### config.mk
export PLATFORM = sky130hd
export DESIGN_NAME = tristate_buffer
export DESIGN_NICKNAME = d
export VERILOG_FILES = /design/src/rtl/tristate_buffer.sv
export SDC_FILE = /design/constraint.sdc
export NUM_CORES = 1
export LEC_CHECK = 0
export CAP_MARGIN = 20
export CORE_ASPECT_RATIO = 0.75
export CORE_UTILIZATION = 51
export CTS_BUF_LIST = sky130_fd_sc_hd__clkbuf_8
export DETAILED_ROUTE_END_ITERATION = 7
export PLACE_DENSITY = 0.89
export SKIP_LAST_GASP = 1
export SYNTH_ARGS = -nofsm -noshare
export SYNTH_HDL_FRONTEND = slang
export SYNTH_SLANG_ARGS = --single-unit
export TNS_END_PERCENT = 1
### constraint.sdc
create_clock -name clk -period 5.2 [get_ports clk]
set_input_delay 1.04 -clock clk [delete_from_list [all_inputs] [get_ports clk]]
set_output_delay 1.04 -clock clk [all_outputs]
set_load 0.005 [all_outputs]
### src/rtl/tristate_buffer.sv
// Open-drain pad helper for one I2C line (SCL or SDA).
// Drive side only ever pulls the line low: out is tied to 0 and the
// registered, inverted request becomes the active-low output enable.
// Receive side synchronises the pad, samples it on a prescaled strobe,
// majority-filters three samples and provides stable and delayed levels.
// There is no handshake and no FSM: every output is a plain registered
// level, except sample_trigger, which is a combinational strobe.
// Optional macro TRISTATE_BUFFER_DEBUG_EN: when defined, filter_cnt and
// sample_trigger show the prescaler; otherwise both ports are tied to 0.
module tristate_buffer #(
  parameter int CNT_W    = 16,
  parameter int FILT_W   = 14,
  parameter int SYNC_STG = 2
) (
  input  logic              clk,
  input  logic              rst,
  input  logic              nReset,
  input  logic              ena,
  input  logic [CNT_W-1:0]  clk_cnt,
  input  logic              signal,
  input  logic              in,
  output logic              out,
  output logic              oen,
  output logic              doen,
  output logic              dSignal,
  output logic              sSignal,
  output logic [FILT_W-1:0] filter_cnt,
  output logic              sample_trigger
);

  logic                oen_q, oen_d;
  logic                doen_q, doen_d;
  logic [SYNC_STG-1:0] sync_q, sync_d;
  logic [FILT_W-1:0]   cnt_q, cnt_d;
  logic [2:0]          filt_q, filt_d;
  logic                ssig_q, ssig_d;
  logic                dsig_q, dsig_d;
  logic                trig;
  logic                synced;
  logic                majority;

  // The two low prescale bits only set the sub-filter-period resolution
  // and are deliberately ignored.
  logic unused_clk_cnt_lsbs;
  assign unused_clk_cnt_lsbs = ^clk_cnt[1:0];

  assign synced   = sync_q[SYNC_STG-1];
  assign trig     = ena & (cnt_q == '0);
  assign majority = (filt_q[0] & filt_q[1]) | (filt_q[0] & filt_q[2]) |
                    (filt_q[1] & filt_q[2]);

  // Drive path: request is registered and inverted, ena does not gate it.
  always_comb begin
    oen_d  = ~signal;
    doen_d = oen_q;
    if (!nReset) begin
      oen_d  = 1'b1;
      doen_d = 1'b1;
    end
  end

  // Input synchroniser: shift the pad level in every clock, idle high.
  always_comb begin
    sync_d = {sync_q[SYNC_STG-2:0], in};
    if (!nReset) begin
      sync_d = '1;
    end
  end

  // Prescaler: reload from clk_cnt>>2 at zero, so a new clk_cnt only
  // matters at the next reload; disabled core parks the count at 0.
  always_comb begin
    cnt_d = cnt_q;
    if (!nReset || !ena) begin
      cnt_d = '0;
    end else if (cnt_q == '0) begin
      cnt_d = clk_cnt[CNT_W-1:2];
    end else begin
      cnt_d = cnt_q - FILT_W'(1);
    end
  end

  // Filter: shift a sample in on each strobe, vote every clock, then delay.
  always_comb begin
    filt_d = filt_q;
    ssig_d = majority;
    dsig_d = ssig_q;
    if (trig) begin
      filt_d = {filt_q[1:0], synced};
    end
    if (!nReset) begin
      filt_d = 3'b111;
      ssig_d = 1'b1;
      dsig_d = 1'b1;
    end
  end

  // State registers; async rst wins over everything else.
  always_ff @(posedge clk or posedge rst) begin
    if (rst) begin
      oen_q  <= 1'b1;
      doen_q <= 1'b1;
      sync_q <= '1;
      cnt_q  <= '0;
      filt_q <= 3'b111;
      ssig_q <= 1'b1;
      dsig_q <= 1'b1;
    end else begin
      oen_q  <= oen_d;
      doen_q <= doen_d;
      sync_q <= sync_d;
      cnt_q  <= cnt_d;
      filt_q <= filt_d;
      ssig_q <= ssig_d;
      dsig_q <= dsig_d;
    end
  end

  assign out     = 1'b0;
  assign oen     = oen_q;
  assign doen    = doen_q;
  assign sSignal = ssig_q;
  assign dSignal = dsig_q;

`ifdef TRISTATE_BUFFER_DEBUG_EN
  assign filter_cnt     = cnt_q;
  assign sample_trigger = trig;
`else
  assign filter_cnt     = '0;
  assign sample_trigger = 1'b0;
`endif

endmodule

-- Word level (Yosys, flattened, before mapping)
Index checks and enable logic that the tools add are counted.
Widths: inputs -> output; s select.
- word-level logic and storage cells: 29
- bits of input ports: 22
- register bits after elaboration: 23
- add/sub/neg operators: 1
- bitwise logic cells: 7
- reduce and logical (&&, ||, !) cells: 4
- eq/ne operators: 1
- muxes and demuxes: 9
- operators by type and width (cell ; count):
    $mux 14 ; 2
    $logic_not 14->1 ; 1
    $sub 14x1->14 const B ; 1
    $mux 3 ; 2
    $and 1x1->1 ; 4
    $mux 1 ; 4
    $logic_not 1->1 ; 2
    $mux 2 ; 1
    $ne 2x1->1 const B ; 1
    $or 1x1->1 ; 2
    $logic_or 1x1->1 ; 1
    $not 1->1 ; 1

-- Longest topological paths before layout
Gate-level depths: netlist of run 1.
- word-level depth: 4
- mapped depth: 8

-- Least setup slack after synthesis of run 1
No wires, ideal clock.
- path type: input -> register
- start point: in nReset
- end point: reg cnt_q[10]
- arrival: 1836 ps
- stages: 4
- buffers on the path: 2
- slack: 3278 ps
- library setup time: 86 ps
- path through: clkbuf_1 nand2_1 clkbuf_1 nor3_1
- cells in the longest elaborated chain, start to end: 3
- ends and longest elaborated chain (what ; RTL line ; RTL):
    start, declared ; 17 ; input logic nReset,
    $logic_not 1->1 ; - ;
    $logic_or 1x1->1 ; 74 ; if (!nReset || !ena) begin
    $mux 14 ; 74 ;
    named net cnt_d[10] ; 34 ; logic [FILT_W-1:0] cnt_q, cnt_d;
    end signal, assigned ; 112 ; cnt_q <= cnt_d;
    end, declared ; 34 ;
The timed path passes the listed nets, and every way through them passes these cells.
A chain may end at the register's enable or synchronous reset.

-- Worst setup path after layout of run 1
- start point: reg dsig_q, in the netlist dSignal
- end point: out dSignal
- RTL lines (what ; RTL line ; RTL):
    start, declared ; 37 ; logic dsig_q, dsig_d;
    start signal, assigned ; 115 ; dsig_q <= dsig_d;
    end, declared ; 25 ; output logic dSignal,
No word-level cell between the ends.

==> results.py, run 1 <==
metrics = {
    "run_status": {
        "status": "complete, no violations",
    },
    "clock_network": {
        "setup_buffers_after_cts": 0,
        "cts_max_path_buffers": 2,
        "cts.clk_slew.worst_paths_ns": 0.09,
        "htree_num_levels": 1,
        "cts_buffers": 3,
        "worst_skew_pair.late_latency_ns": 0.27,
        "cts_tree": "built",
        "cts_root_buf": "clkbuf_8",
        "cts_resized": 0,
        "cts.sink_count": 23,
        "cts_hold_repair.buffers": 0,
    },
    "synthesis": {
        "synthTopCellsByArea": "dfrtp_1 27%, dfstp_2 18%, buf_4 9.3%, nor2_1 6.1%, xor2_1 4.1%",
        "synthArstFlopShare_pct": 100,
        "synth-warning-count": 0,
        "synth_adder_area_share_pct": 0.968,
        "synth-edff-count": 0,
        "synth.most_common_cell": "nor2_1",
        "yosys.area_share.xor_xnor_pct": 6.10,
        "synth_cell_type_count": 31,
        "ys.flop_type": "dfrtp_1",
        "synth_common_cells": "21 x nor2_1, 16 x buf_4, 14 x dfrtp_1",
        "synthesized_area_fraction_occupied_by_ao_oa_aoi_and_oai_cells_pct": 10.4,
        "yosysSeqAreaShare_pct": 45.4,
        "synth_area_um2": 1290,
        "yosys.area.top_type_share_pct": 27.1,
        "synth_simple_gate_area_share_pct": 23.0,
        "post_synth_inst_count": 131,
        "post_synth_mux_area_share_pct": 0.774,
        "avgSynthCellArea_um2": 9.87,
        "dominant_combinational_cell_family_by_area_after_synthesis": "simple AND/OR/NAND/NOR gates",
        "postSynthRegisterBits": 23,
        "most_area_hungry_cell_type_in_the_yosys_netlist": "dfrtp_1",
    },
    "grt": {
        "grt_use_total_pct": 18.1,
        "aggregate_global_routing_overflow": 0,
        "number_of_global_route_vias_before_repair": 823,
        "pin_count_of_the_biggest_net_entering_global_routing": 26,
        "grt_first_pass_wirelength_um": 3480,
        "grt_antenna_before_repair": 0,
    },
    "critical_path": {
        "number_of_buffer_and_inverter_instances_along_the_worst_setup_path": 1,
        "timing.critical_path.arrival_ns": 1.29,
        "worstPathCellList": "clkdlybuf4s50_1",
        "timing.critical_path.from_type": "flip-flop",
        "timing.setup.critical_path_class": "flip-flop to output pin",
        "setup.reg_to_reg.worst_slack_ns": 3.23,
        "worst_path_dominant_cell_family": "flip-flops",
        "worst-endpoint-required_ns": 4.16,
        "worst_path_max_delay_cell": "dfstp_2",
        "timing.critical_path.to_type": "output pin",
        "max_stage_delay_ns": 0.53,
        "worstPathMaxFanout": 1,
    },
    "power": {
        "cellLeakagePower_nw": 0.661,
        "max-vdd-ir-drop_v": 0.000244,
        "power_per_cell_area_nw_per_um2": 548,
    },
    "drt": {
        "num_vias": 950,
        "drc": 0,
        "wire_length_per_cell_um": 12.3,
        "dr.first_iter.drc_count": 40,
        "route.detailed.vias_per_inst": 5.11,
        "firstDrtPassIters": 4,
        "route.antenna.remaining_nets": 0,
        "drt-total-wl_um": 2290,
    },
    "timing": {
        "worst_slew_margin_rel_pct": 43.5,
        "timing.final.max_slew_violations": 0,
        "finalHoldViolCount": 0,
        "finalWorstPathRequiredPeriod_ns": 2.33,
        "fmaxAchievable_mhz": 429,
        "total_negative_setup_slack_ns": 0,
        "setup_viol": 0,
        "final.setup_skew_ns": 0.00939,
        "min_period_over_period_pct": 44.8,
        "rsz0062_at_grt": "false",
        "worst_tran_pin_value_ns": 0.847,
    },
    "hold_path": {
        "hold_path_class": "flip-flop to flip-flop",
    },
    "place": {
        "postPlaceCellArea_um2": 1470,
        "post-dp-hpwl_um": 1670,
        "finalWeightedCongestion": 0.723,
        "buffer_ports.inserted": 23,
    },
    "die": {
        "placement_rows": 15,
        "die_height_um": 45.6,
        "starting_density_of_the_core_pct": 55.1,
        "core-area_um2": 2350,
        "die_width_um": 60.1,
        "floorplan.io_pins": 42,
        "fp.dieArea_um2": 2740,
    },
    "finish": {
        "flow.area_growth_from_synthesis_pct": 17.1,
        "finish.instance_area_um2": 1510,
        "antenna_diodes": 0,
        "final-seq-area_um2": 587,
        "post_route_cells_drive_above_1_share_pct": 13.2,
        "design.final.nets": 176,
        "filler_instances": 208,
        "multiInputGateArea_um2": 593,
    },
    "job": {
        "max_cap_violations": 0,
    },
}
==> registers in the layout, summed over array words and instances (netlist names) <==
name     cells
filt_q       3
sSignal      1
sync_q       2
oen          1
cnt_q       14
dSignal      1
doen         1
==> cell usage in the layout, fill, tap and decap left out, drive strengths merged <==
cell	instances
a21oi	2
clkinv	1
nor3b	1
dfstp	9
nor2b	1
a311oi	2
dfrtp	14
o211ai	3
nor3	6
mux2i	1
and3	1
nand4b	2
clkbuf	3
xor2	6
ha	1
conb	16
o41ai	1
or2	1
o21ai	5
nand2b	4
nand4	2
xnor2	3
nand3	2
a211oi	6
nor2	21
nand2	9
clkdlybuf4s50	23
inv	4
nor4	2
==> final cells by class <==
| class | count | area share (%) |
|---|---|---|
| clock buffer | 3 | 2.73 |
| clock inverter | 1 | 0.331 |
| inverter | 4 | 0.992 |
| multi-input combinational | 98 | 39.2 |
| sequential | 23 | 38.8 |
| tap | 34 | 2.81 |
| timing repair buffer | 23 | 15.2 |
==> power by group <==
part / leakage (nW) / switching, mW / total, mW / internal (mW)
Sequential: 0.284 / 0.0606 / 0.299 / 0.238
Combinational: 0.352 / 0.239 / 0.420 / 0.181
Clock: 0.0255 / 0.0571 / 0.111 / 0.0535
Total: 0.661 / 0.357 / 0.830 / 0.473
==> cell families after synthesis <==
logic type,after synthesis
and+or+nand+nor,52
buffers and inverters,25
DFF,23
AOI/OAI and AO/OA,19
xor gates and xnor gates,9
adders and majority gates,1
other,1
muxes,1
==> per-layer routing <==
layer / global-route usage [%] / vias up / routed length [um]
met5: 0 / - / 0
li1: - / 457 / -
met1: 21.1 / 455 / 985
met4: 5.58 / 0 / 36
met3: 6.25 / 4 / 136
met2: 31.6 / 34 / 1130
==> worst paths after layout <==
| kind | startpoint | endpoint | cells past startpoint |
|---|---|---|---|
| min in group asynchronous | rst | cnt_q[8] | 2 |
| hold reg to reg | sync_q[1] | filt_q[0] | 2 |
| setup reg to reg | cnt_q[4] | filt_q[1] | 4 |
| setup / recovery | dSignal | dSignal | 1 |
| max in group asynchronous | rst | cnt_q[6] | 2 |
| hold / removal | sync_q[1] | filt_q[0] | 2 |
==> metrics by stage <==
step	cells	utilization (%)	worst slack [ns]	hold slack (ns)	power, mW
after global routing	186	64.5	2.73	0.497	0.895
final	186	64.5	2.87	0.484	0.830
after detailed placement	182	62.6	2.61	0.477	0.720
after floorplan	146	-	3.28	0.461	0.673
after CTS	186	64.5	2.86	0.489	0.836
after global placement	182	62.6	2.71	0.471	0.694
==> worst reg2reg max path: stages, from the launching register on <==
cell,delay (ns)
dfrtp_1,0.43
nor4_4,0.61
nand4_4,0.41
o21ai_0,0.30
o211ai_1,0.13
No activity file was read; power rests on OpenSTA's default activity.
==> run 2: changes to the inputs <==
--- a/config.mk
+++ b/config.mk
@@ -7,10 +7,10 @@
 export LEC_CHECK = 0
 export CAP_MARGIN = 20
 export CORE_ASPECT_RATIO = 0.75
-export CORE_UTILIZATION = 51
+export CORE_UTILIZATION = 47
 export CTS_BUF_LIST = sky130_fd_sc_hd__clkbuf_8
 export DETAILED_ROUTE_END_ITERATION = 7
-export PLACE_DENSITY = 0.89
+export PLACE_DENSITY = 0.83
 export SKIP_LAST_GASP = 1
 export SYNTH_ARGS = -nofsm -noshare
 export SYNTH_HDL_FRONTEND = slang
==> constraint.sdc (replaced) <==
create_clock -name clk -period 2.4 [get_ports clk]
set_input_delay 0.48 -clock clk [delete_from_list [all_inputs] [get_ports clk]]
set_output_delay 0.48 -clock clk [all_outputs]
set_load 0.005 [all_outputs]
==> run 2 against run 1 <==
Cell area rose by 1.7%. Sequential power grew 120%. Cell count is 2.7% higher. Non-clock buffer count rose by 3. Setup slack got worse by 2.4 ns. Clock power is 110% higher. Combinational power is 120% higher. Hold slack gained 0.0075 ns. Power grew 120%. Count of clock-buffer cells in the layout did not move. Global-route usage is 2.5 points lower. Die area grew 8.2%. Largest cell class unchanged.
==> results.py, run 2 (same netlist as run 1, synthesis figures left out) <==
metrics = {
    "run_status": {
        "status": "complete, no violations",
    },
    "drt": {
        "num_vias": 926,
        "drc": 0,
        "drt-total-wl_um": 2350,
        "route.antenna.remaining_nets": 0,
        "dr.first_iter.drc_count": 14,
        "wire_length_per_cell_um": 12.3,
        "firstDrtPassIters": 4,
        "route.detailed.vias_per_inst": 4.85,
    },
    "grt": {
        "grt_use_total_pct": 15.6,
        "aggregate_global_routing_overflow": 0,
        "grt_first_pass_wirelength_um": 3510,
        "grt_antenna_before_repair": 0,
        "number_of_global_route_vias_before_repair": 796,
        "pin_count_of_the_biggest_net_entering_global_routing": 26,
    },
    "die": {
        "placement_rows": 16,
        "die_height_um": 47.4,
        "floorplan.io_pins": 42,
        "fp.dieArea_um2": 2970,
        "starting_density_of_the_core_pct": 49.7,
        "core-area_um2": 2600,
        "die_width_um": 62.6,
    },
    "clock_network": {
        "cts_root_buf": "clkbuf_8",
        "cts.sink_count": 23,
        "worst_skew_pair.late_latency_ns": 0.26,
        "cts_max_path_buffers": 2,
        "htree_num_levels": 1,
        "cts.clk_slew.worst_paths_ns": 0.08,
        "cts_tree": "built",
        "cts_buffers": 3,
        "setup_buffers_after_cts": 0,
        "cts_resized": 0,
        "cts_hold_repair.buffers": 0,
    },
    "place": {
        "finalWeightedCongestion": 0.814,
        "postPlaceCellArea_um2": 1490,
        "post-dp-hpwl_um": 1660,
        "buffer_ports.inserted": 23,
        "place_inst": 187,
    },
    "power": {
        "cellLeakagePower_nw": 0.676,
        "total_power_after_layout_mw": 1.81,
        "p_int_mw": 1.05,
        "power.share.combinational_pct": 51.2,
        "max-vdd-ir-drop_v": 0.000542,
        "relative_contribution_of_sequential_cells_to_total_power_pct": 35.8,
        "power_per_cell_area_nw_per_um2": 1170,
        "netSwitchingPower_uw": 762,
        "clkPwrFrac_pct": 13.0,
        "netSwitchingFraction_pct": 42.1,
    },
    "timing": {
        "setup_viol": 0,
        "timing.final.max_slew_violations": 0,
        "finalHoldViolCount": 0,
        "rsz0062_at_grt": "false",
        "finalWorstPathRequiredPeriod_ns": 1.92,
        "fmaxAchievable_mhz": 521,
        "final.setup_skew_ns": 0.00458,
        "fin_worst_hold_slack_ns": 0.492,
        "min_period_over_period_pct": 80.0,
        "total_negative_setup_slack_ns": 0,
    },
    "finish": {
        "mostFrequentLayoutCells": "23 x clkdlybuf4s50_1, 21 x nor2_1, 16 x conb_1, 14 x dfrtp_1",
        "filler_instances": 231,
        "post_route_cells_drive_above_1_share_pct": 14.8,
        "antenna_diodes": 0,
        "layout_top_registers": "cnt_q x14, filt_q x3, sync_q x2",
        "registers.top_by_ff_count": "cnt_q",
        "finish.cell_count_without_fillers": 191,
        "layout.cells.most_common": "clkdlybuf4s50_1",
        "finish.instance_area_um2": 1540,
        "design.final.nets": 179,
        "flow.area_growth_from_synthesis_pct": 19.1,
        "largest_reg_flops": 14,
    },
    "critical_path": {
        "timing.critical_path.from_type": "flip-flop",
        "max_stage_delay_ns": 0.41,
        "timing.setup.critical_path_class": "flip-flop to flip-flop",
        "rr_endpoint": "filt_q[2]",
        "ff2ff_path_depth": 6,
        "worstSetupPathDepth": 6,
        "worst_path_dominant_cell_family": "simple AND/OR/NAND/NOR gates",
        "worstPathMaxFanout": 25,
        "setup.reg_to_reg.worst_slack_ns": 0.48,
        "timing.critical_path.to_type": "flip-flop",
        "worst_path_max_delay_cell": "dfrtp_1",
        "worst-endpoint-required_ns": 2.58,
        "reg2reg_from": "cnt_q[0]",
        "worstPathCellList": "inv_1, ha_1, nor2b_1, nand4_4, o21ai_0, o211ai_1",
        "timing.critical_path.arrival_ns": 2.10,
        "number_of_buffer_and_inverter_instances_along_the_worst_setup_path": 1,
    },
    "hold_path": {
        "hold_path_class": "flip-flop to flip-flop",
        "timing.hold.worst.start": "sync_q[0]",
        "holdPathStages": 1,
        "timing.hold.worst_endpoint": "sync_q[1]",
    },
    "job": {
        "max_cap_violations": 0,
    },
}
==> run 2: worst reg2reg max path, delay by kind of cell (launching register included) <==
kind                       cells  cell delay, ns
AOI/OAI and AO/OA              2            0.42
adders and majority gates      1            0.34
buffers and inverters          1            0.06
DFF                            1            0.41
and+or+nand+nor                2            0.61
==> run 2: final cells by class <==
cell class | instances | area (um^2) | area share, %
Inverter | 4 | 15.0 | 0.976
Sequential cell | 23 | 587 | 38.1
Timing Repair Buffer | 26 | 253 | 16.4
Multi-Input combinational cell | 98 | 593 | 38.5
Clock buffer | 3 | 41.3 | 2.68
Clock inverter | 1 | 5.00 | 0.325
Tap cell | 36 | 45.0 | 2.93
==> run 2: worst max path at each step <==
| stage | start | slack, ns | endpoint |
|---|---|---|---|
| after floorplan | cnt_q[0] | 0.70 | filt_q[0] |
| after global placement | cnt_q[0] | 0.55 | filt_q[0] |
| after detailed placement | cnt_q[0] | 0.49 | filt_q[2] |
| after CTS | cnt_q[0] | 0.46 | filt_q[2] |
| after global routing | cnt_q[0] | 0.28 | filt_q[2] |
| final | cnt_q[0] | 0.48 | filt_q[2] |
==> run 2: through the flow <==
step	setup WS (ns)	utilization, %
2_1_floorplan	0.697	-
3_3_place_gp	0.554	57.4
3_5_place_dp	0.487	57.4
4_1_cts	0.461	59.1
5_1_grt	0.275	59.1
6_report	0.481	59.1
==> run 2: layer usage <==
metal | part of all wire, % | global-route usage (%) | up-vias
met2 | 49 | 28.7 | 31
met1 | 45 | 18.9 | 434
met3 | 4.5 | 4.29 | 2
met4 | 0.81 | 4.19 | 0
met5 | 0 | 0 | -
li1 | - | - | 459
==> run 2: power by group through the flow <==
stage                     combinational [mW]  clock, mW  sequential [mW]
after floorplan                        0.835          0            0.623
after global placement                 0.904          0            0.638
after detailed placement               0.921          0            0.651
after CTS                              0.934      0.244            0.646
after global routing                    1.03      0.259            0.662
final                                  0.926      0.235            0.647
==> run 3: changes to the inputs <==
--- a/config.mk
+++ b/config.mk
@@ -7,10 +7,10 @@
 export LEC_CHECK = 0
 export CAP_MARGIN = 20
 export CORE_ASPECT_RATIO = 0.75
-export CORE_UTILIZATION = 47
+export CORE_UTILIZATION = 43
 export CTS_BUF_LIST = sky130_fd_sc_hd__clkbuf_8
 export DETAILED_ROUTE_END_ITERATION = 7
-export PLACE_DENSITY = 0.83
+export PLACE_DENSITY = 0.8
 export SKIP_LAST_GASP = 1
 export SYNTH_ARGS = -nofsm -noshare
 export SYNTH_HDL_FRONTEND = slang
==> constraint.sdc (replaced) <==
create_clock -name clk -period 1.55 [get_ports clk]
set_input_delay 0.31 -clock clk [delete_from_list [all_inputs] [get_ports clk]]
set_output_delay 0.31 -clock clk [all_outputs]
set_load 0.005 [all_outputs]
==> run 3 against run 2 <==
The flow now finishes with violations (setup timing). Via count grew 9.3%. Combinational power grew 100%. Hold slack lost 0.12 ns. Cell area grew 7.3%. Non-clock buffer count grew 11. Power grew 80%. Critical path depth shrank 5. Critical endpoint is now sSignal. Highest routed layer unchanged.
==> results.py, run 3 (same netlist as run 1, synthesis figures left out) <==
metrics = {
    "run_status": {
        "status": "finished with violations",
        "violations_in_the_final_reports": "setup timing",
    },
    "clock_network": {
        "worst_skew_pair.late_latency_ns": 0.26,
        "cts.sink_count": 23,
        "htree_num_levels": 1,
        "cts_tree": "built",
        "cts_max_path_buffers": 2,
        "cts_buffers": 3,
        "cts_root_buf": "clkbuf_8",
        "cts.clk_slew.worst_paths_ns": 0.09,
    },
    "die": {
        "starting_density_of_the_core_pct": 47.5,
        "floorplan.io_pins": 42,
        "core-area_um2": 2720,
        "die_width_um": 65.3,
        "placement_rows": 16,
        "die_height_um": 49.5,
        "fp.dieArea_um2": 3230,
    },
    "timing": {
        "rsz0062_at_grt": "true",
        "fmaxAchievable_mhz": 626,
        "final.setup_skew_ns": 0.00274,
        "setup_viol": 7,
        "finalHoldViolCount": 0,
        "timing.final.max_slew_violations": 0,
        "finalWorstPathRequiredPeriod_ns": 1.60,
        "timing.final.ws_setup_ns": -0.0474,
        "min_period_over_period_pct": 103,
    },
    "finish": {
        "largest_reg_flops": 14,
        "design.final.nets": 190,
        "mostFrequentLayoutCells": "22 x clkdlybuf4s50_1, 21 x nor2_1, 16 x conb_1, 14 x dfrtp_1, 10 x buf_4",
        "post_route_cells_drive_above_1_share_pct": 23.5,
        "finish.instance_area_um2": 1650,
        "registers.top_by_ff_count": "cnt_q",
        "layout_top_registers": "cnt_q x14, filt_q x3, sync_q x2",
        "layout.cells.most_common": "clkdlybuf4s50_1",
        "flow.area_growth_from_synthesis_pct": 27.8,
        "antenna_diodes": 0,
    },
    "job": {
        "max_cap_violations": 0,
    },
    "drt": {
        "route.detailed.vias_per_inst": 5.01,
        "dr.first_iter.drc_count": 30,
        "route.antenna.remaining_nets": 0,
        "drc": 0,
        "firstDrtPassIters": 4,
        "drt-total-wl_um": 2600,
        "wire_length_per_cell_um": 12.9,
        "num_vias": 1012,
    },
    "power": {
        "cellLeakagePower_nw": 0.737,
        "power_per_cell_area_nw_per_um2": 1970,
        "max-vdd-ir-drop_v": 0.000700,
    },
    "critical_path": {
        "worst-endpoint-required_ns": 1.24,
        "timing.setup.critical_path_class": "flip-flop to output pin",
        "number_of_buffer_and_inverter_instances_along_the_worst_setup_path": 1,
        "worstPathMaxFanout": 2,
        "timing.critical_path.from_type": "flip-flop",
        "timing.critical_path.to_type": "output pin",
        "timing.critical_path.arrival_ns": 1.29,
        "worst_path_max_delay_cell": "dfstp_2",
        "max_stage_delay_ns": 0.53,
        "worstPathCellList": "clkdlybuf4s50_1",
        "worst_path_dominant_cell_family": "flip-flops",
    },
    "place": {
        "postPlaceCellArea_um2": 1550,
        "post-dp-hpwl_um": 1850,
        "dpl_worst_slack_ns": -0.0105,
        "buffer_ports.inserted": 23,
        "finalWeightedCongestion": 0.785,
    },
    "grt": {
        "grt_use_total_pct": 17.0,
        "number_of_global_route_vias_before_repair": 916,
        "grt_first_pass_wirelength_um": 4170,
        "grt_antenna_before_repair": 0,
        "aggregate_global_routing_overflow": 0,
        "pin_count_of_the_biggest_net_entering_global_routing": 24,
    },
    "hold_path": {
        "hold_path_class": "input pin to asynchronous set/reset pin",
    },
}
-- run 3: changes by cell type in the layout (fill, tap and decap cells not counted), sizes merged --
cell / delta
buf: +11
clkdlybuf4s50: -1
dlygate4sd2: +1
-- run 3: what timing repair did --
item                       4_1_cts  5_1_grt
hold buffers                     0        0
setup buffers                    0        3
setup endpoints to repair        8       19
hold endpoints to repair         0        0
pin swaps                        0        2
gates resized for setup          1        7
gates cloned                     0        1
-- run 3: worst reg2reg max path: stages (launching register included) --
cell      delay, ns
dfrtp_1        0.43
nor4_4         0.34
buf_6          0.17
nand4_4        0.11
buf_6          0.18
o21ai_1        0.14
o211ai_1       0.12
-- run 3: report_power, final --
part	switching [mW]	internal (mW)	leakage, nW	total (mW)
Combinational	0.972	0.917	0.428	1.89
Sequential	0.185	0.800	0.284	0.985
Clock	0.200	0.179	0.0255	0.379
-- run 3: area by class of cell --
class,count,area [um^2]
Timing Repair Buffer,37,343
Inverter,4,15.0
Tap cell,36,45.0
Clock buffer,3,41.3
Multi-Input combinational cell,98,616
Clock inverter,1,5.00
Sequential cell,23,587
Fill cell,220,1070
-- run 3: per-stage QoR --
stage / util, % / total power [mW] / hold slack (ns) / std cells / setup TNS [ns]
after floorplan: - / 2.28 / 0.305 / 146 / -0.120
after global placement: 56.8 / 2.54 / 0.475 / 194 / 0
after detailed placement: 56.8 / 2.60 / 0.488 / 194 / -0.0105
after CTS: 58.5 / 2.99 / 0.388 / 198 / -0.258
after global routing: 60.7 / 3.47 / 0.412 / 202 / -1.42
final: 60.7 / 3.25 / 0.372 / 202 / -0.190
-- run 3: final timing paths --
check | cells after the start | end | start | slack, ns
hold / removal | 3 | cnt_q[4] | rst | 0.37
min in group clk | 1 | dSignal | sSignal | 0.50
hold reg to reg | 1 | dSignal | sSignal | 0.50
setup / recovery | 1 | sSignal | sSignal | -0.05
setup reg to reg | 6 | filt_q[1] | cnt_q[4] | -0.03
max in group asynchronous | 3 | oen | rst | 0.90
-- run 3: per-layer routing --
| metal | share of wire, % | track usage (%) |
|---|---|---|
| met5 | 0 | 0 |
| met4 | 0.85 | 7.61 |
| met3 | 5.9 | 1.62 |
| met2 | 51 | 29.6 |
| met1 | 43 | 21.4 |
